==> src/rtl/if_pkg.sv <==
// Shared types and constants for the instruction-fetch stage.
package if_pkg;

    localparam int unsigned XLEN = 32;

    localparam logic [XLEN-1:0] NOP              = 32'h0000_0013;
    localparam logic [XLEN-1:0] DEFAULT_RESET_PC = 32'h0000_0000;

    typedef enum logic [1:0] {
        S_REQ  = 2'd0,
        S_KILL = 2'd1,
        S_HOLD = 2'd2
    } if_state_e;

    typedef struct packed {
        logic [XLEN-1:0] pc;
        logic [XLEN-1:0] inst;
    } fetch_t;

endpackage

==> src/rtl/if_hold_buf.sv <==
// One-entry buffer parking a fetched instruction while ID is stalled.
module if_hold_buf
    import if_pkg::*;
(
    input  logic   clk,
    input  logic   rst,
    input  logic   load,
    input  logic   drain,
    input  logic   clear,
    input  fetch_t load_entry,
    output fetch_t entry,
    output logic   full
);

    always_ff @(posedge clk or posedge rst) begin
        if (rst) begin
            entry.pc   <= '0;
            entry.inst <= NOP;
            full       <= 1'b0;
        end else if (load) begin
            entry <= load_entry;
            full  <= 1'b1;
        end else if (drain || clear) begin
            full <= 1'b0;
        end
    end

endmodule

==> src/rtl/if_stage.sv <==
// Instruction fetch stage with IF/ID register, imem req/ack handshake and hold buffer.
// Optional stall/wait cycle counter enabled by defining IF_STALL_CNT_EN.
module if_stage
    import if_pkg::*;
#(
    parameter logic [XLEN-1:0] RESET_PC = DEFAULT_RESET_PC
) (
    input  logic            clk,
    input  logic            rst,
    output logic            imem_req,
    output logic [XLEN-1:0] imem_addr,
    input  logic            imem_ack,
    input  logic [XLEN-1:0] imem_rdata,
    input  logic            stall,
    input  logic            flush,
    input  logic            Branch,
    input  logic [XLEN-1:0] BranchAddr,
    output logic [XLEN-1:0] pc_o,
    output logic [XLEN-1:0] inst_o,
    output logic            valid_o
`ifdef IF_STALL_CNT_EN
    ,
    output logic [XLEN-1:0] stall_cnt
`endif
);

    if_state_e       state_q, state_d;
    logic [XLEN-1:0] pc_q, pc_d, tgt_q, tgt_d;
    logic [XLEN-1:0] pc_o_d, inst_o_d;
    logic            valid_o_d;
    logic            buf_load, buf_drain, buf_clear, buf_full;
    fetch_t          buf_entry;
    logic            redirect, squash;
    logic [XLEN-1:0] branch_tgt, pc_inc;
    logic [1:0]      unused_baddr;

    assign redirect     = Branch & ~stall;
    assign squash       = (flush | Branch) & ~stall;
    assign branch_tgt   = {BranchAddr[XLEN-1:2], 2'b00};
    assign unused_baddr = BranchAddr[1:0];
    assign pc_inc       = pc_q + XLEN'(4);

    assign imem_req  = ~rst & (state_q != S_HOLD);
    assign imem_addr = pc_q;

    if_hold_buf u_hold_buf (
        .clk        (clk),
        .rst        (rst),
        .load       (buf_load),
        .drain      (buf_drain),
        .clear      (buf_clear),
        .load_entry ('{pc: pc_q, inst: imem_rdata}),
        .entry      (buf_entry),
        .full       (buf_full)
    );

    always_ff @(posedge clk or posedge rst) begin
        if (rst) begin
            state_q <= S_REQ;
            pc_q    <= RESET_PC;
            tgt_q   <= RESET_PC;
            pc_o    <= '0;
            inst_o  <= NOP;
            valid_o <= 1'b0;
        end else begin
            state_q <= state_d;
            pc_q    <= pc_d;
            tgt_q   <= tgt_d;
            pc_o    <= pc_o_d;
            inst_o  <= inst_o_d;
            valid_o <= valid_o_d;
        end
    end

    // Next state; IF/ID defaults to a bubble whenever ID is not stalled.
    always_comb begin
        state_d   = state_q;
        pc_d      = pc_q;
        tgt_d     = tgt_q;
        pc_o_d    = pc_o;
        inst_o_d  = inst_o;
        valid_o_d = valid_o;
        buf_load  = 1'b0;
        buf_drain = 1'b0;
        buf_clear = 1'b0;
        if (!stall) begin
            pc_o_d    = '0;
            inst_o_d  = NOP;
            valid_o_d = 1'b0;
        end
        case (state_q)
            S_REQ: begin
                if (imem_ack) begin
                    if (redirect) begin
                        pc_d = branch_tgt;
                    end else begin
                        pc_d = pc_inc;
                        if (stall) begin
                            buf_load = 1'b1;
                            state_d  = S_HOLD;
                        end else if (!flush) begin
                            pc_o_d    = pc_q;
                            inst_o_d  = imem_rdata;
                            valid_o_d = 1'b1;
                        end
                    end
                end else if (redirect) begin
                    tgt_d   = branch_tgt;
                    state_d = S_KILL;
                end
            end
            S_KILL: begin
                // Old address stays on the bus until memory answers; the data is dropped.
                if (redirect) tgt_d = branch_tgt;
                if (imem_ack) begin
                    pc_d    = redirect ? branch_tgt : tgt_q;
                    state_d = S_REQ;
                end
            end
            S_HOLD: begin
                if (!stall) begin
                    state_d = S_REQ;
                    if (redirect) pc_d = branch_tgt;
                    if (squash) begin
                        buf_clear = 1'b1;
                    end else begin
                        buf_drain = 1'b1;
                        pc_o_d    = buf_entry.pc;
                        inst_o_d  = buf_entry.inst;
                        valid_o_d = buf_full;
                    end
                end
            end
            default: state_d = S_REQ;
        endcase
    end

`ifdef IF_STALL_CNT_EN
    always_ff @(posedge clk or posedge rst) begin
        if (rst) begin
            stall_cnt <= '0;
        end else if (stall || (state_q != S_HOLD && imem_req && !imem_ack)) begin
            stall_cnt <= stall_cnt + XLEN'(1);
        end
    end
`endif

endmodule

==> config.mk <==
export PLATFORM = sky130hd
export DESIGN_NAME = if_stage
export DESIGN_NICKNAME = d
export VERILOG_FILES = /design/src/rtl/if_pkg.sv /design/src/rtl/if_hold_buf.sv /design/src/rtl/if_stage.sv
export SDC_FILE = /design/constraint.sdc
export NUM_CORES = 1
export LEC_CHECK = 0
export CAP_MARGIN = 10
export CORE_ASPECT_RATIO = 1.2
export CORE_MARGIN = 2
export CORE_UTILIZATION = 45
export DETAILED_ROUTE_END_ITERATION = 16
export PLACE_DENSITY = 0.76
export SKIP_CTS_REPAIR_TIMING = 1
export SYNTH_ARGS = -nofsm -noshare
export SYNTH_HDL_FRONTEND = slang
export SYNTH_HIERARCHICAL = 1
export SYNTH_SLANG_ARGS = --single-unit
==> constraint.sdc <==
create_clock -name clk -period 3.8 [get_ports clk]
set_clock_uncertainty 0.1 [all_clocks]
set_input_delay 0.57 -clock clk [delete_from_list [all_inputs] [get_ports clk]]
set_output_delay 0.57 -clock clk [all_outputs]
set_load 0.01 [all_outputs]
# ---- Word-level counts from Yosys, hierarchy flattened
# Cells that the tools add are included.
dict set report totals {
  ff_bits 196
  input_bits 70
  output_inout_bits 98
  word_cells 87
}
dict set report classes {
  n_addsub 1
  eq_ne 11
  n_mux 52
  bitwise 6
  reduce_logical 8
}
# op n
set op_table {}
lappend op_table {{32-bit 2-to-1 mux} 21}
lappend op_table {{32-bit one-hot mux with 2 select lines} 3}
lappend op_table {{32-bit one-hot mux with 3 select lines} 1}
lappend op_table {{32-bit by 3-bit adder with 32-bit output (second input constant)} 1}
lappend op_table {{1-bit 2-to-1 mux} 19}
lappend op_table {{2-bit 2-to-1 mux} 6}
lappend op_table {{2-bit inequality test (second input constant)} 6}
lappend op_table {{5-bit AND reduction} 2}
lappend op_table {{3-bit inequality test (second input constant)} 3}
lappend op_table {{2-bit one-hot mux with 3 select lines} 1}
lappend op_table {{2-bit nonzero test} 2}
lappend op_table {{1-bit AND} 3}
lappend op_table {{3-bit nonzero test} 1}
lappend op_table {{2-bit by 1-bit == test with 1-bit output (second input constant)} 1}
lappend op_table {{2-bit == test (second input constant)} 1}
lappend op_table {{2-bit logical NOT} 1}
lappend op_table {{1-bit inverter} 2}
lappend op_table {{1-bit one-hot mux with 2 select lines} 1}
lappend op_table {{2-bit AND reduction} 1}
lappend op_table {{1-bit logical OR} 1}
lappend op_table {{1-bit bitwise OR} 1}

# ---- Longest topological paths before layout
dict set report depth {
  depth_word 8
  mapped_depth 10
  mapped_depth_nobuf 7
}

# ---- Hierarchy
# The synthesis kept the hierarchy.
# mod instances cells_per_inst area_each_um2 seq_area_each_um2
set modules_own_cells {}
lappend modules_own_cells {if_stage 1 742 7134.3 3281.9}
lappend modules_own_cells {if_hold_buf 1 139 2622.5 1630.3}

# ---- Worst setup path after synthesis
# OpenSTA, ideal clock, no wires.
dict set report synth_timing {
  path_type {input to register}
  start {in stall}
  end {reg tgt_q[2]}
  setup_ps 125
  arrival_ps 2128
  t_required_ps 3575
  slack_ps 1448
  stages 7
  n_path_buf 3
  path_cell_list {buf_2 nor2b_1 buf_2 o21ai_0 a21oi_1 clkbuf_1 mux2_2}
}
dict set report synth_via {
  elab_chain_cells 5
}
# element line_no
set synth_lines {}
lappend synth_lines {{from (decl)} if_stage.sv:14} ;# input logic stall,
lappend synth_lines {{1-bit inverter (*)} if_stage.sv:37} ;# assign redirect = Branch & ~stall;
lappend synth_lines {{1-bit AND (*)} if_stage.sv:37}
lappend synth_lines {{32-bit 2-to-1 mux (*)} -}
lappend synth_lines {{32-bit 2-to-1 mux} -}
lappend synth_lines {{32-bit one-hot mux with 2 select lines (*)} -}
lappend synth_lines {{to (signal assigned)} if_stage.sv:68} ;# tgt_q <= tgt_d;
lappend synth_lines {{to (decl)} if_stage.sv:28} ;# logic [XLEN-1:0] pc_q, pc_d, tgt_q, tgt_d;
# Mark *: on every way between the ends. The rest lies on a longest branch, timed or not. The select of a mux whose other input is x is not followed.
# A chain may end at the register's enable or synchronous reset.

# ---- Final worst setup path
dict set report layout_timing {
  start {reg state_q[1]}
  end {reg pc_q[14] (netlist: imem_addr[14])}
}
dict set report layout_via {
  elab_chain_cells 3
  word_cells_on_any_way 10
  cone_classes {6 x eq/ne; 1 x mux; 3 x reduce/logical}
}
# element line_no
set layout_lines {}
lappend layout_lines {{from (decl)} if_stage.sv:27} ;# if_state_e state_q, state_d;
lappend layout_lines {{from (signal assigned)} if_stage.sv:66} ;# state_q <= state_d;
lappend layout_lines {{2-bit == test (tied with other cells)} if_stage.sv:91} ;# case (state_q)
lappend layout_lines {{2-bit inequality test (no line) / 3-bit nonzero test (equally long branches)} -}
lappend layout_lines {{5-bit AND reduction (no line)} -}
lappend layout_lines {{to (signal assigned)} if_stage.sv:67} ;# pc_q <= pc_d;
lappend layout_lines {{to (decl)} if_stage.sv:28}
# Several ways; a longest one is shown, not always the timed one.

==> results.txt <==
The tools report the post-route core utilization as 57.3%. For the site row count, the log shows 59. After detailed routing, the average wire length per cell comes to 20.8 µm.

The final critical path takes up 77.6% of the cycle. The global-route usage over all layers was 23.6%. For the post-route non-filler standard cell count, the log shows 1305. The tools report the post-synthesis instance area as 9760 µm². Clock-pin slew was measured on the worst setup and hold paths at 0.07 ns. For the internal reg-to-reg setup slack, the log shows 0.85 ns. Following the worst setup path forward leads to its endpoint at imem_addr[14]. At the worst endpoint, the required time is 4.07 ns. The tools report the insertion delay to the later sink of the worst-skew pair as 0.44 ns.

By area the synthesized netlist is led by sky130_fd_sc_hd__dfrtp_1 (49%), sky130_fd_sc_hd__mux2_4 (7.5%), sky130_fd_sc_hd__a222oi_1 (6.4%). Setup repair after global routing left no endpoint under its margin. End of the worst register-to-register path: imem_addr[14]. For the number of buffers added by the clock tree synthesis step, the log shows 17.

Yosys warning count: 6. The detailed router finished its first iteration with 915 violations. The repair_antennas step left the layout with diodes totalling 0. The worst path meets setup with 0.853 ns of slack.

The die covers 22900 µm². The tightest min-delay check is of the in -> async type. The die is 165 µm tall. The run gives 168 as the I/O pin count. The net count of the finished layout is 1094. The number of enable-type register cells in the synthesized netlist is 0, and the post-synthesis sequential element count is 196. The total overflow left after global routing is 0. The top cell type by total area after synthesis was sky130_fd_sc_hd__dfrtp_1. The final critical path time including I/O delays and setup is 2.95 ns, and the total placed cells including tap cells is 1273. Area of the core: 21500 µm².

The count of nets left with antenna violations once routing finished came out at 0. The worst setup path is captured at a flop. On the critical path, the stage with the largest delay is an instance of sky130_fd_sc_hd__o21ai_0.

The synthesized netlist contains 59 unique library cells. The share of total power in the clock network was 20.0%; the proportion of netlist area held by the largest area contributor was 48.7%. After synthesis, the mean cell area works out to 11.1 µm². For this run, the detailed router's first-pass iteration total came to 9. Tracing the worst setup path back leads to its startpoint at state_q[1].

On the final layout, the worst hold slack is 0.377 ns. STA classifies the critical path startpoint as a flop. The top cell types in the final layout, fill and taps aside, are sky130_fd_sc_hd__dfrtp_1 (190), sky130_fd_sc_hd__clkdlybuf4s50_1 (164), sky130_fd_sc_hd__inv_1 (76).

The power density over cell area was 756 nW/µm². The library cell used most frequently in the layout, excluding fill and tap cells, is sky130_fd_sc_hd__dfrtp_1. The setup path with the least slack is of type reg -> reg. The number of antenna violations at the first check in global routing was 0.

The worst register-to-register path begins at state_q[1]. In this run the number of H-tree levels came out at 4. Measured in cells, the most critical reg-to-reg path has a length of 8.

The final RePlAce weighted congestion came out at 0.908. The proportion of layout cells with a drive suffix above 1 came out at 17.7%. The prevailing post-synth register cell was sky130_fd_sc_hd__dfrtp_1. The run gives 957 as the post-synthesis net count. The critical path goes through inv_1, ha_1, buf_4, inv_1, o21ai_0, a221oi_1, o31ai_1, a22o_1. Using the TritonRoute via totals, the vias-per-cell ratio works out to 6.13. The flow ran to the end, and the final reports show no timing, DRC or antenna violations. For the maximum buffer depth of the clock tree, the log shows 2. The logs give 45.4% for the effective utilization at floorplan and 43.2 mm for the first-pass GRT wire length.

At the pin with the least slew margin, the transition time is 1.14 ns. Prior to clock tree synthesis, the placed netlist has a worst setup slack of 0.660 ns. Clock tree synthesis selected as its root buffer the cell sky130_fd_sc_hd__clkbuf_16. The via count of the first global-routing pass is 7933. Setup violations remaining at the end of the flow were counted as 0. The via count of the routed design came out at 8001. The cell with the most instances on the worst path was sky130_fd_sc_hd__inv_1. Entering global routing, the biggest net connects 54 pins.

TritonCTS built the clock tree. The final total negative setup slack came out at 0 ns. The proportion of total power due to net switching is 37.2%. Detailed placement finished with a half-perimeter wire length of 18.4 mm. The arrival time of the worst setup path came out at 3.22 ns. The run gives 0.00551 µW as the leakage dissipation. Registers are responsible for 38.9% of the overall power.

Final hold violation count: 0. Power spent charging and discharging nets: 3460 µW. Final number of max-transition violations: 0.

The tool flagged a number of max-cap violations equal to 0. The worst relative slew slack is 23.3%, and the proportion of register bits with asynchronous set or reset after synthesis is 100%. For this block, the routed nets add up to 27.2 mm of wire. The peak clock frequency supported by timing was 339 MHz; the area added between synthesis and finish was 26.2%. In this run the worst path has a maximum fanout of 30.

In this design, the stage delay of the slowest critical-path cell is 0.90 ns. Counting every sink on the clock net gives 196. The maximum vdd ir drop came out at 0.364 mV. For the portion of total power attributed to combinational logic, the log shows 41.2%. Cell internal power was estimated by the tool at 5850 µW.

Synthesis produced a netlist whose cell count is 881. The width of the die is 138 µm. The count of input and output buffers is 165, and the share of synthesized area occupied by flip-flops and latches is 50.3%.

After detailed routing, the number of remaining DRC violations is 0.
-- critical path, delay by kind of cell (launching register included) --
| family | cells | cell delay [ns] |
|---|---|---|
| buffers and inverters | 3 | 0.55 |
| AO/OA/AOI/OAI | 4 | 1.62 |
| adder cells (fa/ha/maj) | 1 | 0.18 |
| flip-flops | 1 | 0.44 |
-- synth_stat cells, drive strengths merged (12+ instances only) --
master and n:
a222oi 62, clkbuf 52, nand4 14, nor2 29, o31ai 12, nand2 53, o21ai 45, inv 78
nand3 28, buf 25, mux2 98, nor3 12, a21oi 31, dfrtp 190
-- cell families (layout without fill, tap and decap cells) --
family,Yosys count,in the layout,synth area share [%]
AO/OA/AOI/OAI,239,239,18.9
XOR/XNOR,5,5,0.449
adder cells (fa/ha/maj),6,6,0.769
buffers and inverters,155,305,6.57
flip-flops,196,196,50.3
multiplexers,109,109,14.3
AND/OR/NAND/NOR,171,171,8.66
-- flip-flops by register name, summed over array words and instances (netlist names) --
| signal | cells |
|---|---|
| state_q | 2 |
| pc_o | 32 |
| u_hold_buf/full | 1 |
| inst_o | 32 |
| imem_addr | 32 |
| tgt_q | 32 |
| u_hold_buf/entry | 64 |
| valid_o | 1 |
-- how the worst min path moves through the flow --
stage / from / endpoint / slack [ns] / depth (start not counted)
finish: rst / u_hold_buf/entry[41] / 0.38 / 2
global route: rst / u_hold_buf/entry[37] / 0.40 / 2
CTS: rst / u_hold_buf/entry[37] / 0.37 / 2
detailed placement: u_hold_buf/full / u_hold_buf/full / 0.37 / 1
global placement: u_hold_buf/entry[22] / inst_o[22] / 0.36 / 2
floorplan: u_hold_buf/full / u_hold_buf/full / 0.35 / 1
-- routing by layer --
metal  track usage [%]  wire length [µm]  share of wire (%)
met1              31.9             11700                 43
met2              38.1             13000                 48
met3              4.15              1700                6.2
met4              9.51               790                2.9
met5                 0                 0                  0
-- layout make-up --
class,count,area [µm²]
Multi-Input combinational cell,530,4240
Sequential cell,196,4910
Tap cell,274,343
Clock inverter,14,171
Clock buffer,18,439
Fill cell,1815,9170
Timing Repair Buffer,195,1910
Inverter,78,297
-- stage by stage --
stage          area, µm²  total power, µW
2_1_floorplan       9760             5990
6_report           12300             9320
3_5_place_dp       11700             7430
5_1_grt            12300             9860
4_1_cts            12300             9320
3_3_place_gp       11700             7300
-- power by group through the flow --
stage	clock (µW)	sequential, µW	combinational, µW
after CTS	1890	3600	3820
after floorplan	0	3470	2520
after global placement	0	3600	3700
after detailed placement	0	3630	3800
after global routing	1990	3720	4150
final	1860	3620	3840
Note: power is estimated with default switching activity, not from simulation.
==> variant, RTL diff (same settings) <==
The 3 states of `if_state_e` get a one-hot encoding in 3 bits.
--- a/src/rtl/if_pkg.sv
+++ b/src/rtl/if_pkg.sv
@@ -6,10 +6,10 @@
     localparam logic [XLEN-1:0] NOP              = 32'h0000_0013;
     localparam logic [XLEN-1:0] DEFAULT_RESET_PC = 32'h0000_0000;
 
-    typedef enum logic [1:0] {
-        S_REQ  = 2'd0,
-        S_KILL = 2'd1,
-        S_HOLD = 2'd2
+    typedef enum logic [2:0] {
+        S_REQ  = 3'b001,
+        S_KILL = 3'b010,
+        S_HOLD = 3'b100
     } if_state_e;
 
     typedef struct packed {
Check against the original RTL: no difference found for any inputs over 4 cycles, from zero or initial values and one cycle with rst high; so few cycles prove little.
==> variant against the unedited design <==
- die area shrank 4.1%
- highest routed layer unchanged
- wire length down 8.7%
- setup slack better by 0.081 ns
- cell area fell by 3.7%
- sequential cell count up 1
- synthesized area decreased by 4.2%
- first-iteration DRC count grew 0.44%
- critical endpoint is now imem_req
Power is not compared: it rests on default switching activity, and its combinational part moved more than twofold at a synthesized area within 25%.
==> variant: results (changes against the unedited design) <==
* Nets at 1077 (-1.6%)
* Post-synth cell types at 66 (+12%)
* GP Congestion at 0.886 (-2.3%)
* Placed cells at 1251 (-1.7%)
* Die area at 21900 um2 (-4.1%)
* Non-clock buffers at 191 (-2.1%)
* Register area share after synthesis at 0.528 (+0.0248)
* Synth top cells by count: dfrtp_1 (190), nand2_1 (152), a22oi_1 (64)
* Post-synthesis compound-gate area fraction at 0.138 (-0.0512)
* Top post-synthesis cells by area: dfrtp_1 (51%), mux2_4 (7.9%), nand2_1 (6.1%)
* Post-DR vias/cell at 5.77 (-5.9%)
* Slowest CP cell: dfrtp_1
* XOR/XNOR Fraction of Synth Area at 0.0131 (+0.00863)
* DR WL met3 at 1.48 mm (-13%)
* Layout cells sized above 1 at 0.173 (-0.00364)
* Largest net degree at the start of global routing at 99 (+83%)
* Critical Path Sink: imem_req
* Status: finished clean
* Wire length on met1 at 10.7 mm (-8.3%)
* Multi-input combinational area share at 0.345 (+0.000464)
* CP delay by family, top: flip-flops
* Worst r2r dst: inst_o[18]
* Clock-cell share at 0.0493 (-0.000312)
* Setup Slack @ Placement at 0.754 ns (+0.0940 ns)
* Hold Crit Class: reg2reg
* Crit path DAT at 2.20 ns (-1.02 ns)
* Slowest cell delay on critical path at 0.71 ns (-0.19 ns)
* Flop2flop setup slack at 1.04 ns (+0.19 ns)
* First-pass GRT wire length at 39.6 mm (-8.4%)
* DR vias at 7405 (-7.4%)
* Mux share of post-synthesis cell area at 0.137 (-0.00604)
* Synth Register Bits at 197 (+0.51%)
* Met2 wire len at 12.0 mm (-8.0%)
* Placed Area at 11300 um2 (-3.7%)
* Crit path max fanout at 19 (-37%)
* DR pass1 iterations at 7 (-2)
* DR WL/cell at 19.4 um (-7.2%)
* Multi-input gates at 590 (+11%)
* Non-clk invs at 8 (-90%)
* R2R Path Start: state_q[2]
* Initial DRC count at 919 (+0.44%)
* Clkbuf count at 17 (-1)
* Vias in the first global route at 7244 (-8.7%)
* Mean Syn Cell Area at 10.9 um2 (-1.4%)
* Register share of the cell area at 0.416 (+0.0175)
* Post-DP HPWL at 17.2 mm (-6.5%)
* Layout buffering overhead excluding clock cells at 0.158 (+0.00342)
[variant: changes by cell type in the layout (fill, tap and decap cells not counted), moves of 11 or more]
cell,unedited run,this run
inv_1,76,5
o21ai_0,45,32
o31ai_1,12,1
nor2_1,27,45
a22oi_1,7,64
nand2_1,53,152
nand3_1,28,12
a222oi_1,62,1
[variant: per-layer routing]
layer / vias up / GRT usage
met2: 288 / 0.370
li1: 3379 / -
met5: - / 0
met3: 50 / 0.0350
met4: 0 / 0.0819
met1: 3688 / 0.321
[variant: how the worst min path moves through the flow]
stage          slack [ns]  cells past startpoint         endpoint            start
5_1_grt              0.39                      2          pc_o[2]          pc_o[2]
3_3_place_gp         0.35                      2       inst_o[13]       inst_o[13]
2_1_floorplan        0.35                      1  u_hold_buf/full  u_hold_buf/full
3_5_place_dp         0.36                      2         pc_o[26]         pc_o[26]
4_1_cts              0.37                      2          pc_o[2]          pc_o[2]
6_report             0.37                      2         pc_o[26]         pc_o[26]
